**src/rtl/serial_sub_pkg.sv**
```systemverilog
// serial_sub_pkg: state encoding shared by the bit-serial subtractor controller.
package serial_sub_pkg;
  typedef enum logic [1:0] {
    IDLE  = 2'd0,
    SHIFT = 2'd1,
    DONE  = 2'd2
  } state_t;
endpackage

```
**src/rtl/hs.sv**
```systemverilog
// hs: one-bit half subtractor, d = a - b with borrow out.
module hs (
  input  logic a,
  input  logic b,
  output logic d,
  output logic bout
);
  assign d    = a ^ b;
  assign bout = ~a & b;
endmodule

```
**src/rtl/serial_sub_ctrl_fs_cell.sv**
```systemverilog
// fs_cell: combinational one-bit full subtractor built from two half subtractors.
module fs_cell (
  input  logic a,
  input  logic b,
  input  logic bin,
  output logic d,
  output logic bout
);
  logic d1, b1, b2;
  hs u_hs0 (.a(a),  .b(b),   .d(d1), .bout(b1));
  hs u_hs1 (.a(d1), .b(bin), .d(d),  .bout(b2));
  assign bout = b1 | b2;
endmodule

```
**src/rtl/serial_sub_ctrl.sv**
```systemverilog
// serial_sub_ctrl: LSB-first bit-serial WIDTH-bit subtractor sequencer around fs_cell.
// Define SERIAL_SUB_OVF_EN to add the registered signed-overflow output ovf.
module serial_sub_ctrl
  import serial_sub_pkg::*;
#(
  parameter int WIDTH = 8
) (
  input  logic             clk,
  input  logic             rst,
  input  logic             start,
  input  logic [WIDTH-1:0] a,
  input  logic [WIDTH-1:0] b,
  output logic             busy,
  output logic             done,
  output logic [WIDTH-1:0] diff,
`ifdef SERIAL_SUB_OVF_EN
  output logic             ovf,
`endif
  output logic             borrow
);
  localparam int CW = $clog2(WIDTH);
  state_t state_q, state_d;
  logic [WIDTH-1:0] a_q, a_d, b_q, b_d, res_q, res_d, diff_q, diff_d;
  logic [CW-1:0] cnt_q, cnt_d;
  logic bin_q, bin_d, borrow_q, borrow_d, cell_d, cell_bout, last;
  fs_cell u_cell (.a(a_q[0]), .b(b_q[0]), .bin(bin_q), .d(cell_d), .bout(cell_bout));
  assign last = cnt_q == CW'(WIDTH - 1);
  always_comb begin
    state_d  = state_q;
    a_d      = a_q;
    b_d      = b_q;
    res_d    = res_q;
    cnt_d    = cnt_q;
    bin_d    = bin_q;
    diff_d   = diff_q;
    borrow_d = borrow_q;
    if (state_q == SHIFT) begin
      a_d   = a_q >> 1;
      b_d   = b_q >> 1;
      res_d = {cell_d, res_q[WIDTH-1:1]};
      bin_d = cell_bout;
      cnt_d = cnt_q + 1'b1;
      if (last) begin
        state_d  = DONE;
        diff_d   = res_d;
        borrow_d = cell_bout;
      end
    end else if (start) begin
      state_d = SHIFT;
      a_d     = a;
      b_d     = b;
      bin_d   = 1'b0;
      cnt_d   = '0;
    end else begin
      state_d = IDLE;
    end
  end
  always_ff @(posedge clk) begin
    if (rst) begin
      state_q  <= IDLE;
      a_q      <= '0;
      b_q      <= '0;
      res_q    <= '0;
      cnt_q    <= '0;
      bin_q    <= 1'b0;
      diff_q   <= '0;
      borrow_q <= 1'b0;
    end else begin
      state_q  <= state_d;
      a_q      <= a_d;
      b_q      <= b_d;
      res_q    <= res_d;
      cnt_q    <= cnt_d;
      bin_q    <= bin_d;
      diff_q   <= diff_d;
      borrow_q <= borrow_d;
    end
  end
`ifdef SERIAL_SUB_OVF_EN
  // Operand MSBs are lost to the shift, so keep copies for the overflow rule.
  logic a_msb_q, b_msb_q, ovf_q;
  always_ff @(posedge clk) begin
    if (rst) begin
      a_msb_q <= 1'b0;
      b_msb_q <= 1'b0;
      ovf_q   <= 1'b0;
    end else begin
      if (state_q != SHIFT && start) begin
        a_msb_q <= a[WIDTH-1];
        b_msb_q <= b[WIDTH-1];
      end
      if (state_q == SHIFT && last) ovf_q <= (a_msb_q != b_msb_q) && (cell_d != a_msb_q);
    end
  end
  assign ovf = ovf_q;
`endif
  assign busy   = state_q == SHIFT;
  assign done   = state_q == DONE;
  assign diff   = diff_q;
  assign borrow = borrow_q;
endmodule

```
**config.mk**
```make
export PLATFORM = sky130hd
export DESIGN_NAME = serial_sub_ctrl
export DESIGN_NICKNAME = d
export VERILOG_FILES = /design/src/rtl/serial_sub_pkg.sv /design/src/rtl/hs.sv /design/src/rtl/serial_sub_ctrl_fs_cell.sv /design/src/rtl/serial_sub_ctrl.sv
export SDC_FILE = /design/constraint.sdc
export NUM_CORES = 1
export LEC_CHECK = 0
export CORE_MARGIN = 2
export CORE_UTILIZATION = 30
export DETAILED_ROUTE_END_ITERATION = 8
export SYNTH_ARGS = -nofsm -noshare
export SYNTH_HDL_FRONTEND = slang
export SYNTH_SLANG_ARGS = --single-unit
```
**constraint.sdc**
```tcl
create_clock -name clk -period 1.2 [get_ports clk]
set_input_delay 0.24 -clock clk [delete_from_list [all_inputs] [get_ports clk]]
set_output_delay 0.24 -clock clk [all_outputs]
set_load 0.02 [all_outputs]
```
==> results.tsv, run 1 <==
stage	metric	value	unit
power_and_ir_drop	p_total	2.50	mW
logic_synthesis	synthMuxAreaShare	9.95	%
logic_synthesis	synth-compound-area-share	17.6	%
cells_and_area	diodes	0	
logic_synthesis	syn_area_per_cell	9.59	sq um
detailed_routing	drt-vias-per-instance	4.51	
cells_and_area	fin_nets	226	
timing	fin_skew	0.00500	ns
setup_path	cp_max_fo	5	
setup_path	cp_common_cell	ha_4	
grt	grt_pass1_wl	5.11	mm
cts	tritoncts	built	
timing	fin_crit_sh	104	%
logic_synthesis	yosys.area_share.simple	16.6	%
power_and_ir_drop	vdd_ir_drop_max	0.000634	V
timing	whs	0.455	ns
grt	grt-ovfl-total	0	
grt	grt_pass1_vias	1173	
detailed_routing	route.detailed.drc	0	
cells_and_area	n_fill_cell	544	
timing	fin_crit	1.25	ns
cells_and_area	syn_to_final_growth	40.0	%
cts	cts.sinks	38	
cts	ctsHoldBuffers	0	
logic_synthesis	yosysWarnings	0	
timing	tightest_slew	0.174	ns
logic_synthesis	synth_top_family_by_area	compound AO/OA/AOI/OAI gates	
cells_and_area	drive_above_1_share	35.3	%
cts	clkTransAtPathRegs	0.07	ns
cts	clock_latency	0.28	ns
run_status	outcome	complete, but fails checks	
cts	clockRootBuffer	clkbuf_8	
logic_synthesis	seq_area_frac_synth	47.2	%
floorplanning	initial_utilization	31.3	%
grt	track_usage	10.8	%
cells_and_area	multi_input_area	877	sq um
grt	antenna_found_initial	0	
placement	portBuffers	29	
logic_synthesis	synth_xor_area_share	0	%
detailed_routing	wl_per_cell	10.9	microns
setup_path	crit_chain	ha_4 -> ha_4 -> and3b_2 -> clkbuf_16 -> nand2_4 -> a21oi_2	
logic_synthesis	syn_area	1610	sq um
setup_path	slowest_delay	0.33	ns
setup_path	endpoint_kind	flop	
logic_synthesis	synth_adder_area_share	2.80	%
cells_and_area	register_area	767	sq um
floorplanning	rows	26	
timing	fin_ws	-0.0450	ns
grt	grt_max_degree	39	
power_and_ir_drop	power_density	1110	nW/um^2
timing	fmax	0.803	GHz
cells_and_area	final_core_utilization	43.9	%
floorplanning	io_pins	30	
floorplanning	die_height	77.3	microns
detailed_routing	finalWirelength	2.98	mm
placement	gp_congestion	0.663	
setup_path	worstSetupPathType	reg -> reg	
cts	cts_buffers	5	
run_status	failed_checks	negative setup slack	
setup_path	required	1.37	ns
setup_path	cp-start-kind	flop	
cts	max-clock-path-buffers	2	
worst_hold_path	holdCritPathClass	reg -> reg	
power_and_ir_drop	p_leak	0.878	nW
logic_synthesis	yosysUniqueCellTypes	23	
setup_path	cp_slowest_cell	dfxtp_2	
placement	placed_cell_area	2030	sq um
floorplanning	dieArea	5970	sq um
placement	dpl.hpwl	1.87	mm
timing	slew_headroom	88.1	%
timing	rsz0062_at_grt	true	
timing	finalSetupViolCount	9	
cells_and_area	fin_area	2250	sq um
detailed_routing	vias	1235	
timing	maxSlewViolCount	0	
detailed_routing	firstDrtPassIters	4	
floorplanning	core-area	5140	sq um
detailed_routing	antenna_left	0	
cts	htreeDepth	2	
run	drv_cap	0	
logic_synthesis	ys_ff_latch	38	
logic_synthesis	synthCells	168	
logic_synthesis	syn-num-nets	190	
floorplanning	fp.dieW	77.3	microns
detailed_routing	dr.first_iter.drc_count	105	
timing	hold_violations	0	
setup_path	crit_arrival	1.41	ns
synthesized netlist by cell type:
cell | n | area (sq um)
nand2b_1 | 2 | 12.5
nand3b_1 | 4 | 30.0
nor2b_1 | 1 | 6.26
nand2b_2 | 1 | 8.76
o21ai_0 | 1 | 5.00
clkbuf_1 | 2 | 7.51
ha_1 | 2 | 25.0
mux2i_1 | 16 | 160
a21oi_1 | 19 | 95.1
a211oi_2 | 14 | 175
fa_1 | 1 | 20.0
buf_6 | 3 | 33.8
or3_1 | 1 | 6.26
nand2_1 | 32 | 120
dfxtp_1 | 38 | 761
buf_2 | 4 | 20.0
inv_1 | 2 | 7.51
nor2_1 | 17 | 63.8
nor3_1 | 2 | 10.0
and3b_1 | 1 | 8.76
a211oi_1 | 1 | 7.51
buf_4 | 3 | 22.5
inv_2 | 1 | 3.75
sequential cells by signal, indices dropped and copies added (netlist names):
register / flops
a_q: 8
b_q: 8
diff: 8
res_q: 7
cnt_q: 3
state_q: 2
bin_q: 1
borrow: 1
per-layer routing:
layer	track usage (%)	routed length, microns	vias up
met4	4.82	42	0
li1	-	-	640
met3	3.65	105	5
met1	12.5	1440	570
met5	0	0	-
met2	18.0	1390	20
path summary, 6_finish.rpt:
check | start | endpoint | slack [ns] | depth (start not counted)
setup reg to reg | cnt_q[1]$_SDFFE_PP0P_ | diff[3]$_SDFFE_PP0P_ | -0.05 | 6
hold / removal | diff[1]$_SDFFE_PP0P_ | diff[1]$_SDFFE_PP0P_ | 0.45 | 2
setup / recovery | cnt_q[1]$_SDFFE_PP0P_ | diff[3]$_SDFFE_PP0P_ | -0.05 | 6
hold reg to reg | diff[1]$_SDFFE_PP0P_ | diff[1]$_SDFFE_PP0P_ | 0.45 | 2
worst max-delay path: cells and delay by family (launching register included):
kind,cells,cell delay [ns]
AOI/OAI and AO/OA,1,0.04
adders and majority gates,2,0.31
buffers and inverters,1,0.17
DFF,1,0.33
and+or+nand+nor,2,0.29
cell type report:
| cell class | count | share of cell area [%] |
|---|---|---|
| Inverter | 3 | 0.610 |
| Sequential cell | 38 | 34.0 |
| Timing Repair Buffer | 41 | 19.2 |
| Multi-Input combinational cell | 115 | 38.9 |
| Clock buffer | 7 | 3.39 |
| Tap cell | 70 | 3.88 |
through the flow:
stage	TNS, ns	cells	worst slack, ns
finish	-0.283	274	-0.0450
global route	-0.712	274	-0.0902
CTS	-0.458	272	-0.0941
detailed placement	-4.14	264	-0.262
global placement	-3.73	264	-0.237
floorplan	0	168	0.00863
kinds of logic (layout without fill, tap and decap cells):
logic type               after synthesis  count (layout)
buffers and inverters                 15              51
AND/OR/NAND/NOR                       61              61
adder cells (fa/ha/maj)                3               3
multiplexers                          16              16
AO/OA/AOI/OAI                         35              35
flip-flops                            38              38
power breakdown:
group	leakage [nW]	internal [mW]	switching, mW
clock	0.0383	0.400	0.393
sequential	0.312	1.32	0.0320
combinational	0.527	0.189	0.169
cell usage in the layout (no fill, tap or decap), drive strengths merged, types with 2 or more instances in the layout:
| master | count |
|---|---|
| dfxtp | 38 |
| nand3b | 4 |
| mux2i | 16 |
| clkdlybuf4s15 | 3 |
| nor2 | 17 |
| inv | 3 |
| clkbuf | 14 |
| nand2b | 3 |
| a21oi | 19 |
| clkdlybuf4s50 | 18 |
| a211oi | 15 |
| nand2 | 32 |
| ha | 2 |
| nor3 | 2 |
| buf | 13 |
what timing repair did:
item | 4_1_cts | 5_1_grt
cloned | 1 | 0
buffers inserted | 0 | 2
resized for setup | 36 | 41
endpoints found under the hold margin | 0 | 0
setup endpoints to repair | 39 | 40
pin swaps | 10 | 4
Note: power is estimated with default switching activity, not from simulation.
==> run 2: changes to the inputs <==
--- a/config.mk
+++ b/config.mk
@@ -6,8 +6,9 @@
 export NUM_CORES = 1
 export LEC_CHECK = 0
 export CORE_MARGIN = 2
-export CORE_UTILIZATION = 30
+export CORE_UTILIZATION = 40
 export DETAILED_ROUTE_END_ITERATION = 8
+export PLACE_DENSITY = 0.66
 export SYNTH_ARGS = -nofsm -noshare
 export SYNTH_HDL_FRONTEND = slang
 export SYNTH_SLANG_ARGS = --single-unit
==> run 2 against run 1 <==
Net effect: the flow still finishes with violations (negative setup slack); via count grew 2.5%; non-clock buffer count is the same; sequential share of layout area grew 1.9 points; total power grew 0.44%; first-iteration DRC count shrank 18%; sequential power is essentially flat; global-route usage grew 5.3 points; cell count shrank 6.9%; worst setup slack gained 0.028 ns; critical endpoint is now res_q[7]$_SDFFE_PP0P_; largest cell class unchanged.
==> results.tsv, run 2 (synthesized netlist as in run 1, its figures left out) <==
stage	metric	value	unit	change
run	drv_cap	0		unchanged
detailed_routing	antenna_left	0		unchanged
setup_path	worstSetupPathType	reg -> reg		unchanged
detailed_routing	route.detailed.drc	0		unchanged
setup_path	slowest_delay	0.58	ns	was 0.33 ns
timing	fmax	0.822	GHz	was 0.803 GHz
timing	rsz0062_at_grt	true		unchanged
detailed_routing	vias	1266		was 1235
cts	cts.sinks	38		unchanged
setup_path	crit_chain	inv_2 -> fa_2 -> nand2_1 -> a21oi_2		was ha_4 -> ha_4 -> and3b_2 -> clkbuf_16 -> nand2_4 -> a21oi_2
timing	fin_crit	1.22	ns	was 1.25 ns
timing	fin_skew	0.00386	ns	was 0.00500 ns
timing	fin_crit_sh	101	%	was 104%
grt	grt-ovfl-total	0		unchanged
detailed_routing	firstDrtPassIters	4		unchanged
run_status	failed_checks	negative setup slack		unchanged
cts	clkTransAtPathRegs	0.07	ns	about the same
setup_path	required	1.43	ns	was 1.37 ns
detailed_routing	finalWirelength	3.36	mm	was 2.98 mm
setup_path	cp_max_fo	2		was 5
power_and_ir_drop	power_density	1180	nW/um^2	was 1110 nW/um^2
run_status	outcome	complete, but fails checks		unchanged
setup_path	endpoint_kind	flop		unchanged
cells_and_area	fin_nets	227		was 226
floorplanning	fp.dieW	67.5	microns	was 77.3 microns
cells_and_area	fin_area	2130	sq um	was 2250 sq um
worst_hold_path	holdCritPathClass	in -> reg		was reg -> reg
power_and_ir_drop	p_total	2.51	mW	was 2.50 mW
cts	tritoncts	built		unchanged
floorplanning	core-area	3940	sq um	was 5140 sq um
grt	grt_max_degree	39		unchanged
grt	grt_pass1_wl	5.30	mm	was 5.11 mm
grt	antenna_found_initial	0		unchanged
setup_path	path_delay_family	adder cells		was flip-flops
cells_and_area	n_fill_cell	356		was 544
floorplanning	dieArea	4550	sq um	was 5970 sq um
timing	finalSetupViolCount	1		was 9
cells_and_area	layout_common_cells	33 x dfxtp_1, 30 x nand2_1, 17 x clkdlybuf4s50_1, 16 x mux2i_1, 16 x nor2_1		was 33 x dfxtp_1, 23 x nand2_1, 18 x clkdlybuf4s50_1, 16 x mux2i_1, 16 x nor2_1
placement	post-place-ws	-0.286	ns	was -0.262 ns
cts	clockRootBuffer	clkbuf_8		unchanged
cts	clock_latency	0.29	ns	was 0.28 ns
setup_path	crit_buf_inv	1		unchanged
detailed_routing	wl_per_cell	13.2	microns	was 10.9 microns
cts	ctsHoldBuffers	0		unchanged
timing	maxSlewViolCount	0		unchanged
timing	tightest_slew	0.261	ns	was 0.174 ns
placement	place_inst	246		was 264
cts	max-clock-path-buffers	2		unchanged
grt	grt_pass1_vias	1206		was 1173
detailed_routing	drt-vias-per-instance	4.96		was 4.51
cells_and_area	final_core_utilization	54.1	%	was 43.9%
floorplanning	initial_utilization	40.8	%	was 31.3%
timing	slew_headroom	82.6	%	was 88.1%
cts	htreeDepth	2		unchanged
floorplanning	io_pins	30		unchanged
setup_path	crit_arrival	1.44	ns	was 1.41 ns
floorplanning	rows	23		was 26
setup_path	cp_slowest_cell	fa_2		was dfxtp_2
cells_and_area	final_common_cell	dfxtp_1		unchanged
cells_and_area	syn_to_final_growth	32.5	%	was 40.0%
floorplanning	die_height	67.5	microns	was 77.3 microns
cells_and_area	diodes	0		unchanged
placement	dpl.hpwl	2.21	mm	was 1.87 mm
cells_and_area	drive_above_1_share	31.7	%	was 35.3%
cells_and_area	fin_cells	255		was 274
placement	gp_congestion	0.718		was 0.663
setup_path	cp-start-kind	flop		unchanged
power_and_ir_drop	p_leak	0.822	nW	was 0.878 nW
placement	placed_cell_area	2020	sq um	was 2030 sq um
cts	cts_buffers	5		unchanged
timing	hold_violations	0		unchanged
placement	portBuffers	29		unchanged
power_and_ir_drop	vdd_ir_drop_max	0.000749	V	was 0.000634 V
detailed_routing	dr.first_iter.drc_count	86		was 105
timing	fin_ws	-0.0167	ns	was -0.0450 ns
grt	track_usage	16.1	%	was 10.8%
-- run 2: cell types whose count changed in the layout (fill, tap and decap cells not counted), moves of 4 or more --
| cell | before | now |
|---|---|---|
| a21oi_1 | 10 | 14 |
| nand2_1 | 23 | 30 |
| a21oi_2 | 9 | 5 |
| nand2_2 | 6 | 2 |
-- run 2: power breakdown --
group / internal (mW) / total, mW / switching, mW
logic: 0.178 / 0.345 / 0.167
registers: 1.32 / 1.35 / 0.0340
clock network: 0.400 / 0.814 / 0.415
-- run 2: worst register-to-register path, stage by stage, from the launching register on --
cell and delay (ns):
dfxtp_2 0.34, inv_2 0.04, fa_2 0.58, nand2_1 0.08, a21oi_2 0.12
-- run 2: cell type report --
type	count	area, sq um	share of cell area [%]
Sequential cell	38	767	36.0
Tap cell	50	62.6	2.93
Multi-Input combinational cell	116	837	39.2
Inverter	3	13.8	0.645
Timing Repair Buffer	41	377	17.7
Clock buffer	7	76.3	3.58
-- run 2: stage by stage --
step	TNS (ns)	hold slack (ns)
CTS	-0.188	0.457
global route	-0.362	0.411
finish	-0.0167	0.382
floorplan	0	0.423
global placement	-4.13	0.442
detailed placement	-5.35	0.449
-- run 2: path summary, 6_finish.rpt --
path	startpoint	to	slack [ns]	cells after the start
worst max-delay path	b_q[0]$_SDFFE_PP0P_	res_q[7]$_SDFFE_PP0P_	-0.02	4
worst min-delay path	start	bin_q$_SDFFE_PP0P_	0.38	3
worst max register to register	b_q[0]$_SDFFE_PP0P_	res_q[7]$_SDFFE_PP0P_	-0.02	4
worst min register to register	res_q[1]$_SDFFE_PP0P_	diff[0]$_SDFFE_PP0P_	0.46	2
-- run 2: timing repair --
action                                  4_1_cts  5_1_grt
endpoints found under the setup margin       45       42
buffers inserted                              0        2
pin swaps                                     2        4
resized for setup                            31       32
cloned                                        0        1
-- run 2: layer usage --
| metal | vias to the layer above | routed length [microns] | global-route usage (%) |
|---|---|---|---|
| met5 | - | 0 | 0 |
| met4 | 0 | 66 | 7.65 |
| met3 | 6 | 181 | 5.83 |
| met2 | 29 | 1690 | 27.8 |
| met1 | 589 | 1420 | 17.5 |
| li1 | 642 | - | - |
